--- config.mk ---
export PLATFORM = sky130hd
export DESIGN_NAME = hazard_forward_ctrl
export DESIGN_NICKNAME = d
export VERILOG_FILES = /design/src/rtl/hazard_forward_ctrl.sv
export SDC_FILE = /design/constraint.sdc
export NUM_CORES = 1
export LEC_CHECK = 0
export CAP_MARGIN = 10
export CORE_MARGIN = 1.5
export CORE_UTILIZATION = 65
export DETAILED_ROUTE_END_ITERATION = 8
export DONT_BUFFER_PORTS = 1
export HOLD_SLACK_MARGIN = 0.1
export PLACE_DENSITY = 0.81
export SYNTH_ARGS = -nofsm -noshare
export SYNTH_HDL_FRONTEND = slang
export SYNTH_SLANG_ARGS = --single-unit
--- constraint.sdc ---
create_clock -name CLK -period 3 [get_ports CLK]
set_input_delay 0.45 -clock CLK [delete_from_list [all_inputs] [get_ports CLK]]
set_output_delay 0.45 -clock CLK [all_outputs]
set_load 0.02 [all_outputs]
--- src/rtl/hazard_forward_ctrl.sv ---
// Forwarding/hazard control for the 5-stage RV32IM pipeline: registered EXE operand selects (1 cycle),
// combinational STALL for load-use, divider RAW/WAW and divider structural hazards; no handshake, STALL is the only backpressure.
module hazard_forward_ctrl #(
  parameter int ADDR_W   = 5,
  parameter int MDIV_LAT = 32,
  parameter int CNT_W    = 6
) (
  input  logic              CLK,
  input  logic              RESETN,
  input  logic              ID_VALID,
  input  logic [ADDR_W-1:0] ID_ADDR1,
  input  logic [ADDR_W-1:0] ID_ADDR2,
  input  logic              ID_USE1,
  input  logic              ID_USE2,
  input  logic [ADDR_W-1:0] ID_RD,
  input  logic              ID_WE,
  input  logic              ID_MDIV,
  input  logic [ADDR_W-1:0] EXE_ADDR,
  input  logic              EXE_WE,
  input  logic              EXE_LOAD,
  input  logic              EXE_MDIV,
  input  logic [ADDR_W-1:0] MEM_ADDR,
  input  logic              MEM_WE,
  input  logic [ADDR_W-1:0] WB_ADDR,
  input  logic              WB_WE,
  input  logic              FLUSH,
  output logic [1:0]        DATA1EXESEL,
  output logic [1:0]        DATA2EXESEL,
  output logic              STALL,
  output logic              MDIV_BUSY,
  output logic [ADDR_W-1:0] MDIV_RD
);

  localparam logic [1:0] S_IDLE  = 2'd0;
  localparam logic [1:0] S_BUSY  = 2'd1;
  localparam logic [1:0] S_DRAIN = 2'd2;

  localparam logic [1:0] SEL_RF   = 2'b00;
  localparam logic [1:0] SEL_WB   = 2'b01;
  localparam logic [1:0] SEL_MEM  = 2'b10;
  localparam logic [1:0] SEL_HOLD = 2'b11;

  localparam logic [CNT_W-1:0] CNT_INIT = CNT_W'(MDIV_LAT - 1);

  logic [1:0]        state_q, state_d;
  logic [CNT_W-1:0]  cnt_q, cnt_d;
  logic [ADDR_W-1:0] mdiv_rd_q, mdiv_rd_d;
  logic [1:0]        sel1_q, sel1_d;
  logic [1:0]        sel2_q, sel2_d;

  logic src1_nz, src2_nz;
  logic exe_hit1, exe_hit2, mem_hit1, mem_hit2, wb_hit1, wb_hit2;
  logic in_busy, in_drain;
  logic load_use, div_raw, div_waw, div_struct;
  logic stall;
  logic div_issue;

  // x0 is never a real producer, so it must never forward or stall.
  assign src1_nz  = (ID_ADDR1 != '0);
  assign src2_nz  = (ID_ADDR2 != '0);

  assign exe_hit1 = EXE_WE & (EXE_ADDR == ID_ADDR1) & src1_nz;
  assign exe_hit2 = EXE_WE & (EXE_ADDR == ID_ADDR2) & src2_nz;
  assign mem_hit1 = MEM_WE & (MEM_ADDR == ID_ADDR1) & src1_nz;
  assign mem_hit2 = MEM_WE & (MEM_ADDR == ID_ADDR2) & src2_nz;
  assign wb_hit1  = WB_WE  & (WB_ADDR  == ID_ADDR1) & src1_nz;
  assign wb_hit2  = WB_WE  & (WB_ADDR  == ID_ADDR2) & src2_nz;

  assign in_busy  = (state_q == S_BUSY);
  assign in_drain = (state_q == S_DRAIN);

  // A load in EXE has no data until MEM, so the consumer waits one cycle and then forwards from MEM.
  assign load_use   = EXE_LOAD & ((ID_USE1 & exe_hit1) | (ID_USE2 & exe_hit2));
  assign div_raw    = in_busy & ((ID_USE1 & (ID_ADDR1 == mdiv_rd_q)) |
                                 (ID_USE2 & (ID_ADDR2 == mdiv_rd_q)));
  assign div_waw    = in_busy & ID_WE & (ID_RD == mdiv_rd_q);
  assign div_struct = ID_MDIV & (in_busy | in_drain);

  assign stall = ID_VALID & (load_use | div_raw | div_waw | div_struct);

  assign div_issue = EXE_MDIV & EXE_WE & (EXE_ADDR != '0);

  always_comb begin
    sel1_d = SEL_RF;
    sel2_d = SEL_RF;
    if (ID_VALID && !stall && !FLUSH) begin
      if (ID_USE1) begin
        if (exe_hit1)      sel1_d = SEL_MEM;
        else if (mem_hit1) sel1_d = SEL_WB;
        else if (wb_hit1)  sel1_d = SEL_HOLD;
      end
      if (ID_USE2) begin
        if (exe_hit2)      sel2_d = SEL_MEM;
        else if (mem_hit2) sel2_d = SEL_WB;
        else if (wb_hit2)  sel2_d = SEL_HOLD;
      end
    end
  end

  // DRAIN covers the WB cycle of the divide result; the consumer then picks it up via WB-hold.
  always_comb begin
    state_d   = state_q;
    cnt_d     = cnt_q;
    mdiv_rd_d = mdiv_rd_q;
    case (state_q)
      S_IDLE: begin
        if (div_issue) begin
          state_d   = S_BUSY;
          cnt_d     = CNT_INIT;
          mdiv_rd_d = EXE_ADDR;
        end
      end
      S_BUSY: begin
        if (cnt_q == '0) state_d = S_DRAIN;
        else             cnt_d   = cnt_q - CNT_W'(1);
      end
      S_DRAIN: state_d = S_IDLE;
      default: state_d = S_IDLE;
    endcase
  end

  always_ff @(posedge CLK or negedge RESETN) begin
    if (!RESETN) begin
      state_q   <= S_IDLE;
      cnt_q     <= '0;
      mdiv_rd_q <= '0;
      sel1_q    <= SEL_RF;
      sel2_q    <= SEL_RF;
    end else begin
      state_q   <= state_d;
      cnt_q     <= cnt_d;
      mdiv_rd_q <= mdiv_rd_d;
      sel1_q    <= sel1_d;
      sel2_q    <= sel2_d;
    end
  end

  assign DATA1EXESEL = sel1_q;
  assign DATA2EXESEL = sel2_q;
  assign STALL       = stall;
  assign MDIV_BUSY   = in_busy | in_drain;
  assign MDIV_RD     = mdiv_rd_q;

endmodule

==> results of run 1 <==
-- how the worst min path moves through the flow --
stage / startpoint / to / slack (ns)
3_3_place_gp: RESETN / DATA1EXESEL[0]$_DFF_PN0_ / 0.15
3_5_place_dp: RESETN / DATA1EXESEL[1]$_DFF_PN0_ / 0.15
6_report: EXE_ADDR[0] / MDIV_RD[0]$_DFFE_PN0P_ / 0.27
4_1_cts: EXE_ADDR[0] / MDIV_RD[0]$_DFFE_PN0P_ / 0.26
2_1_floorplan: RESETN / DATA1EXESEL[0]$_DFF_PN0_ / 0.15
5_1_grt: EXE_ADDR[1] / MDIV_RD[1]$_DFFE_PN0P_ / 0.27
-- sequential cells by signal (all words and copies together), names as in the netlist --
register	count
cnt_q	6
state_q	2
MDIV_RD	5
DATA1EXESEL	2
DATA2EXESEL	2
-- final cells by class --
class | instances | area [um^2]
Clock buffer | 3 | 22.5
Inverter | 5 | 18.8
Clock inverter | 1 | 5.00
Tap cell | 28 | 35.0
Sequential cell | 17 | 425
Multi-Input combinational cell | 128 | 986
Timing Repair Buffer | 1 | 10.0
Fill cell | 176 | 688
-- per-stage QoR --
step,instances,total power [uW],setup WS (ns)
after floorplan,160,756,0.680
after global placement,178,797,0.747
after detailed placement,178,823,0.730
after CTS,183,956,0.424
after global routing,183,1020,0.267
final,183,954,0.440
-- logic make-up after synthesis --
family | after synthesis | synth area share, %
adders and majority gates | 4 | 3.38
muxes | 5 | 3.80
and+or+nand+nor | 57 | 23.2
buffers and inverters | 15 | 4.65
DFF | 17 | 28.7
xor gates and xnor gates | 47 | 27.8
AOI/OAI and AO/OA | 15 | 8.45
-- worst register-to-register path: stages (launching register included) --
cell and delay [ns]:
dfrtp_1 0.39, inv_1 0.08, ha_1 0.30, o21ai_1 0.13, a2bb2oi_1 0.51, nand3_1 0.18
xor2_1 0.18, nand2_1 0.07
-- power breakdown --
part | internal, uW | switching (uW) | total (uW)
combinational | 187 | 205 | 391
sequential | 292 | 143 | 435
clock | 49.8 | 78.1 | 128
-- layout by cell type (no fill, tap or decap), drive strengths merged, types with 2 or more instances in the layout --
cell type,synthesis,routed
a21oi,4,4
and3,3,3
and4,2,2
clkbuf,5,3
dfrtp,17,17
ha,4,4
inv,5,5
mux2,5,5
nand2,6,6
nand2b,2,2
nand4,10,10
nor2,12,12
nor2b,4,4
nor3,4,4
nor4,7,7
o2111a,2,2
o21ai,3,3
or3,2,2
or4,2,2
xnor2,26,26
xor2,21,21
-- timing repair --
item | 4_1_cts | 5_1_grt
hold buffers | 1 | 0
endpoints found under the hold margin | 17 | 0
gates resized for setup | 0 | 0
endpoints found under the setup margin | 0 | 0
-- synthesized netlist by cell type (all sizes together), types with 3 or more instances --
| master | count | area share, % |
|---|---|---|
| nor2 | 12 | 3.7 |
| and3 | 3 | 1.6 |
| nor4 | 7 | 3.0 |
| dfrtp | 17 | 29 |
| a21oi | 4 | 1.4 |
| xor2 | 21 | 12 |
| ha | 4 | 3.4 |
| o21ai | 3 | 1.0 |
| nor3 | 4 | 1.7 |
| buf | 5 | 2.1 |
| inv | 5 | 1.3 |
| nand2 | 6 | 1.5 |
| clkbuf | 5 | 1.3 |
| xnor2 | 26 | 15 |
| nand4 | 10 | 4.6 |
| mux2 | 5 | 3.8 |
| nor2b | 4 | 1.7 |
-- layer usage --
layer	track usage [%]	vias to the layer above
met3	9.52	7
met1	33.8	546
met5	0	-
li1	-	545
met4	12.6	0
met2	46.3	49
==> metrics.txt, run 1 <==
Die W 50.7 um; CTS buffer count 3; chip height 50.7 um; final core occ 68.6%; setup TNS 0 ns; core area 0.00219 mm^2; Slew HR 48.2%; drt total wl 3200 um; Layout Nets 203; vias in the first global route 1217; CTS tree done; cells after synthesis 160; DRC 0; Hold Slack 0.265 ns; share of layout cells above drive strength 1 7.74%; Pwr Density 635 mW/mm^2; HP Class in2reg; max incr delay on CP 0.54 ns; largest net degree at the start of global routing 18; Placed Area 0.00147 mm^2; RSZ-0062 raised after global routing no; Critical Path Start Type flop; vias per std cell 6.27; Max Cap Viol 0; final hold viol count 0; leakage power 0.000594 uW; worst path arrival time 2.11 ns; metal3 WL 220 um; gr ovfl total 0; status completed; design area 0.00150 mm^2; CP endpoint STALL; Tcrit/Tclk final 85.3%; ys async rst share 100%; row cnt 17; setup violators final 0; Yosys cell types 38; Critical-path top delay cell dfrtp_1; CP max FO 5; met1 WL 1360 um; die area 0.00257 mm^2; Worst setup EP type output pin; CP Launch Point MDIV_RD[4]$_DFFE_PN0P_; drt wl/cell 17.5 um; Boundary Pins 54; clk slew on worst S/H paths 0.11 ns; routed via count 1147; Clock Path Buffers 2; global placer's final weighted congestion 0.779; reg2reg start state_q[1]$_DFFE_PN0P_; Layout Skew 0.0118 ns; Syn-to-layout area delta 1.52%; crit-path cells xor2_1 -> nor4_1 -> nand4_1 -> nand4_2 -> a311oi_4 -> nor2b_1; Worst IR Drop VDD 621 uV; CP top delay family simple AND/OR/NAND/NOR gates; critical path depth in cells 6; Crit path required time 2.55 ns; syn nets 207; violation count after the first detailed-route iteration 17; Worst R2R End cnt_q[4]$_DFFE_PN0P_; Seq/Total Area, Yosys 28.7%; f_max 391 MHz; worst skew pair latency 0.31 ns; met2 wire length 1560 um; postcts setup bufs 0; Reg2Reg Depth 7; Antenna Nets Post-Route 0; Yosys warning count 0; clk sink count 17; fin crit period 2.56 ns; hold path cells 1; initial antenna violation count 0; Initial Util 67.6%; drt pass-1 iters 6; register bit total from synthesis 17; Post-synth EDFFs 0; HPWL Detailed 2610 um; Setup CP Type reg2out; mapped cell area 0.00148 mm^2; top_reg_cell synth dfrtp_1; I/O Buffers 0; R2R setup slack 1.04 ns; H-tree level count 1; Antenna Cells 0; Max Used Layer met4; Worst-Margin Slew 0.775 ns; first-pass GRT wire length 5420 um; fin. max-slew vios 0; Root Driver clkbuf_4; Mean Syn Cell Area 9.25 um^2; Buffers & Inverters on Critical Path 0; Global Route Usage Sum 28.4%
Power figures use the tool's default switching activity.
==> run 2: changes to the inputs <==
SKIP_LAST_GASP = 1   (was unset)
==> results of run 2 <==
No change in the layout: final DEF, timing and power equal those of run 1.
==> run 3: changes to the inputs <==
ABC_CLOCK_PERIOD_IN_PS = 3000   (was unset)
CAP_MARGIN = 30   (was 10)
HOLD_SLACK_MARGIN = 0.06   (was 0.1)
==> results of run 3 <==
No change in the layout: final DEF, timing and power equal those of run 1.
